==> src/rtl/hazard_control.sv <==
// hazard_control: pipeline hazard sequencer for a simple in-order core.
//   Resolves taken branches (two-cycle flush), load-use hazards (one-cycle
//   stall plus bubble) and, optionally, multi-cycle multiplies that hold the
//   execute stage.
// Optional feature macro: HAZARD_MUL_EN (multiply sequencing; when undefined
//   mul_start is ignored, MUL is unreachable and execute_hold is tied 0).
// Ports:
//   clock, reset_n                      clock / async active-low reset
//   decode_a/b_register_address         decode-stage source operands
//   execute_dest_register_address       execute-stage destination
//   execute_mem_read_ctrl               execute instruction is a load
//   execute_register_write_ctrl         execute instruction writes a register
//   branch_taken                        branch resolved taken in execute
//   mul_start                           execute instruction is a multiply
//   fetch_stall, decode_stall           hold PC and FETCH_DECODE register
//   fetch_decode_flush                  bubble into FETCH_DECODE
//   decode_execute_flush                bubble into DECODE_EXECUTE
//   execute_hold                        freeze EXECUTE and DECODE_EXECUTE
//   state                               RUN=0, FLUSH=1, MUL=2
//
// state | meaning
// RUN   | normal issue; hazards evaluated every cycle
// FLUSH | second cycle of a taken branch, kill the in-flight fetch
// MUL   | multiply occupying execute; hold until counter reaches 0
module hazard_control #(
    parameter int REG_ADDR_W = 4,
    parameter int MUL_CYCLES = 4
) (
    input  logic                  clock,
    input  logic                  reset_n,
    input  logic [REG_ADDR_W-1:0] decode_a_register_address,
    input  logic [REG_ADDR_W-1:0] decode_b_register_address,
    input  logic [REG_ADDR_W-1:0] execute_dest_register_address,
    input  logic                  execute_mem_read_ctrl,
    input  logic                  execute_register_write_ctrl,
    input  logic                  branch_taken,
    input  logic                  mul_start,
    output logic                  fetch_stall,
    output logic                  decode_stall,
    output logic                  fetch_decode_flush,
    output logic                  decode_execute_flush,
    output logic                  execute_hold,
    output logic [1:0]            state
);

    typedef enum logic [1:0] {
        RUN   = 2'd0,
        FLUSH = 2'd1,
        MUL   = 2'd2
    } state_t;

    state_t state_q, state_d;
    logic   load_use;
    logic   run_eval;
    logic   fetch_stall_c, decode_stall_c, fd_flush_c, de_flush_c, hold_c;

    assign load_use = execute_mem_read_ctrl & execute_register_write_ctrl &
                      ((execute_dest_register_address == decode_a_register_address) |
                       (execute_dest_register_address == decode_b_register_address));

`ifdef HAZARD_MUL_EN
    // The start cycle already counts as one execute cycle, and the cycle
    // seen with counter==0 is the last one, hence the -2.
    localparam logic [3:0] MUL_LOAD = 4'(MUL_CYCLES - 2);

    logic [3:0] count_q, count_d;

    always_ff @(posedge clock or negedge reset_n) begin
        if (!reset_n) count_q <= 4'd0;
        else          count_q <= count_d;
    end
`else
    logic [4:0] unused_cfg;
    assign unused_cfg = {mul_start, 4'(MUL_CYCLES)};
`endif

    always_ff @(posedge clock or negedge reset_n) begin
        if (!reset_n) state_q <= RUN;
        else          state_q <= state_d;
    end

    always_comb begin
        state_d        = state_q;
        run_eval       = 1'b0;
        fetch_stall_c  = 1'b0;
        decode_stall_c = 1'b0;
        fd_flush_c     = 1'b0;
        de_flush_c     = 1'b0;
        hold_c         = 1'b0;
`ifdef HAZARD_MUL_EN
        count_d        = count_q;
`endif
        case (state_q)
            FLUSH: begin
                fd_flush_c = 1'b1;
                state_d    = RUN;
            end
            MUL: begin
`ifdef HAZARD_MUL_EN
                if (count_q != 4'd0) begin
                    hold_c         = 1'b1;
                    fetch_stall_c  = 1'b1;
                    decode_stall_c = 1'b1;
                    count_d        = count_q - 4'd1;
                end else begin
                    run_eval = 1'b1;
                end
`else
                state_d = RUN;
`endif
            end
            default: run_eval = 1'b1;
        endcase

        // Final multiply cycle behaves exactly like RUN, so both share this.
        if (run_eval) begin
            state_d = RUN;
            if (branch_taken) begin
                fd_flush_c = 1'b1;
                de_flush_c = 1'b1;
                state_d    = FLUSH;
            end else if (load_use) begin
                fetch_stall_c  = 1'b1;
                decode_stall_c = 1'b1;
                de_flush_c     = 1'b1;
            end
`ifdef HAZARD_MUL_EN
            else if (mul_start) begin
                hold_c         = 1'b1;
                fetch_stall_c  = 1'b1;
                decode_stall_c = 1'b1;
                count_d        = MUL_LOAD;
                state_d        = MUL;
            end
`endif
        end
    end

    // Outputs are forced low while reset is asserted, whatever the inputs do.
    assign fetch_stall          = reset_n & fetch_stall_c;
    assign decode_stall         = reset_n & decode_stall_c;
    assign fetch_decode_flush   = reset_n & fd_flush_c;
    assign decode_execute_flush = reset_n & de_flush_c;
    assign execute_hold         = reset_n & hold_c;
    assign state                = state_q;

endmodule

==> config.mk <==
export PLATFORM = sky130hd
export DESIGN_NAME = hazard_control
export DESIGN_NICKNAME = d
export VERILOG_FILES = /design/src/rtl/hazard_control.sv
export SDC_FILE = /design/constraint.sdc
export NUM_CORES = 1
export LEC_CHECK = 0
export BUFFER_PORTS_ARGS = -buffer_cell sky130_fd_sc_hd__buf_2
export CORE_AREA = 2 2 39 41
export CTS_BUF_LIST = sky130_fd_sc_hd__clkbuf_4 sky130_fd_sc_hd__clkbuf_8
export DETAILED_ROUTE_END_ITERATION = 8
export DIE_AREA = 0 0 41 43
export PLACE_DENSITY = 0.43
export SYNTH_ARGS = -nofsm -noshare
export SYNTH_HDL_FRONTEND = slang
export SYNTH_SLANG_ARGS = --single-unit
==> constraint.sdc <==
create_clock -name clock -period 1.1 [get_ports clock]
set_input_delay 0.055 -clock clock [delete_from_list [all_inputs] [get_ports clock]]
set_output_delay 0.055 -clock clock [all_outputs]
set_load 0.005 [all_outputs]
==> impl_metrics.tcl <==
set metrics [dict create \
    final_nets 64 \
    hp-class "input port to flip-flop" \
    path_clk_slew_ns 0 \
    period_needed_ns 1.11 \
    hold_viol_final 0 \
    vias_per_cell 3.65 \
    dpl.hpwl_um 396 \
    syn_area_sq_um 178 \
    drt_iter0_drc 0 \
    final_max_slew_viol_count 0 \
    synth_compound_area_share_pct 12.0 \
    highest_layer "met3" \
    rsz0062_at_grt "true" \
    antenna_found_initial 0 \
    leakage_uw 0.000169 \
    drc_errors 0 \
    diodes 0 \
    ys_types 13 \
    clk_latency_ns 0 \
    grt_pass1_wl_um 600 \
    first_pass_iters 1 \
    ys_seq_elements 1 \
    finalClockSkew_ns 0 \
    violations "negative setup slack" \
    grt_pass1_vias 174 \
    postSynthAreaPerCell_sq_um 8.46 \
    power_density_nw_per_um2 432 \
    yosys_warnings 0 \
    vias 219 \
    coreArea_sq_um 1380 \
    io_buffers 21 \
    gp_congestion 0.602 \
    synthAdderAreaFrac_pct 0 \
    setup_violations 1 \
    ant_nets 0 \
    die_w_um 41 \
    wl_met3_um 72 \
    layoutNonFillerInstCount 60 \
    synthSimpleGateAreaFrac_pct 19.7 \
    synthCells 21 \
    maxCapViolCount 0 \
    synth_top_family_by_area "XOR/XNOR gates" \
    fill_cells 155 \
    muxShareOfSynthArea_pct 0 \
    fin_ws_ns -0.00649 \
    p_total_uw 148 \
    wl_met1_um 141 \
    die_h_um 43 \
    overflow 0 \
    drive_gt1_share_pct 56.8 \
    cp.required_ns 1.04 \
    area_growth_pct 92.3 \
    rows 14 \
    ys_seq_area_share_pct 14.1 \
    worst-setup-path-type "input port to output pin" \
    period_share_pct 101 \
    wl_per_cell_um 7.07 \
    fmax_ghz 0.904 \
    io_pins 25 \
    initial_core_util_pct 12.8 \
    die_area_sq_um 1760 \
    dr_wl_met2_um 211 \
    cp-end-kind "output pin" \
    routed_wl_um 424 \
    crit_arrival_ns 1.05 \
    path_max_fanout 2 \
    track_usage_pct 4.50 \
    placed_cells 58 \
    ir_worst_vdd_mv 0.163 \
    grt_start_max_net_pins 5 \
    status "finished, violations left" \
    synth_xor_xnor_area_share_pct 39.4 \
    largest_reg_flops 1 \
    cp-start-kind "input port" \
]
what timing repair did:
| item | CTS | global route |
|---|---|---|
| pin swaps | 0 | 3 |
| resized for setup | 1 | 3 |
| endpoints found under the setup margin | 2 | 2 |
| hold buffers | 1 | 0 |
| hold endpoints to repair | 1 | 0 |
| buffers inserted | 0 | 1 |
synth_stat cells:
library cell | count | share of area [%]
xnor2_1 | 4 | 20
xor2_1 | 4 | 20
buf_4 | 3 | 13
a41oi_1 | 1 | 4.9
conb_1 | 1 | 2.1
dfrtp_1 | 1 | 14
nand2_1 | 1 | 2.1
nand4b_1 | 1 | 4.9
nor2b_1 | 1 | 3.5
nor3_2 | 1 | 5.6
nor4_1 | 1 | 3.5
o21a_1 | 1 | 4.2
o21ai_1 | 1 | 2.8
worst max-delay path, stage by stage:
cell,delay (ns)
buf_6,0.09
xor2_1,0.15
nor4_1,0.27
a41oi_1,0.11
buf_4,0.17
o21ai_1,0.09
buf_2,0.12
placed cells by master, fill, tap and decap left out:
cell type,n
buf_2,17
xnor2_1,4
xor2_1,4
buf_6,4
buf_4,3
conb_1,2
nor4_1,1
a41oi_1,1
nand4b_1,1
nor3_2,1
o21a_1,1
nor2b_1,1
nand2_1,1
o21ai_1,1
dlygate4sd3_1,1
dfrtp_1,1
worst paths after layout:
path	startpoint	to	slack [ns]	cells after the start
worst max-delay path	execute_dest_register_address[2]	decode_execute_flush	-0.006	7
worst min-delay path	branch_taken	state[0]$_DFF_PN0_	0.36	2
worst max register to register	state[0]$_DFF_PN0_	state[0]$_DFF_PN0_	0.49	1
worst min register to register	state[0]$_DFF_PN0_	state[0]$_DFF_PN0_	0.47	1
max in group asynchronous	reset_n	state[0]$_DFF_PN0_	0.60	2
min in group asynchronous	reset_n	state[0]$_DFF_PN0_	0.40	2
layer usage:
| layer | global-route usage (%) | vias to the layer above |
|---|---|---|
| met5 | 0 | - |
| met2 | 7.50 | 15 |
| met1 | 6.67 | 91 |
| met3 | 0 | 0 |
| met4 | 0 | 0 |
| li1 | - | 113 |
layout make-up:
| cell class | count | area [sq um] | area share (%) |
|---|---|---|---|
| Multi-Input combinational cell | 18 | 134 | 39.2 |
| Timing Repair Buffer | 25 | 163 | 47.6 |
| Tap cell | 16 | 20.0 | 5.86 |
| Sequential cell | 1 | 25.0 | 7.33 |
logic make-up (layout without fill, tap and decap cells):
logic type,after synthesis,after routing
compound gates,3,3
xor+xnor,8,8
buf+inv,3,25
flops,1,1
other cells,1,2
simple gates,5,5
where the power goes:
part	leakage [uW]	total, uW	internal, uW	switching [uW]
Sequential	0.0000125	42.0	40.0	2.04
Clock	0	0	0	0
Combinational	0.000157	106	67.1	38.5
per-stage QoR:
step                      utilization [%]  area (sq um)  hold WS (ns)  setup WS (ns)   TNS, ns
after floorplan                         -           181        -0.241          0.147         0
after global placement               21.6           299        -0.146        0.00841         0
after detailed placement             21.6           299        -0.146        0.00312         0
after CTS                            22.8           315         0.362        0.00301         0
after global routing                 24.7           342         0.380        -0.0595    -0.169
final                                24.7           342         0.357       -0.00649  -0.00649
No activity file was read; power rests on OpenSTA's default activity.
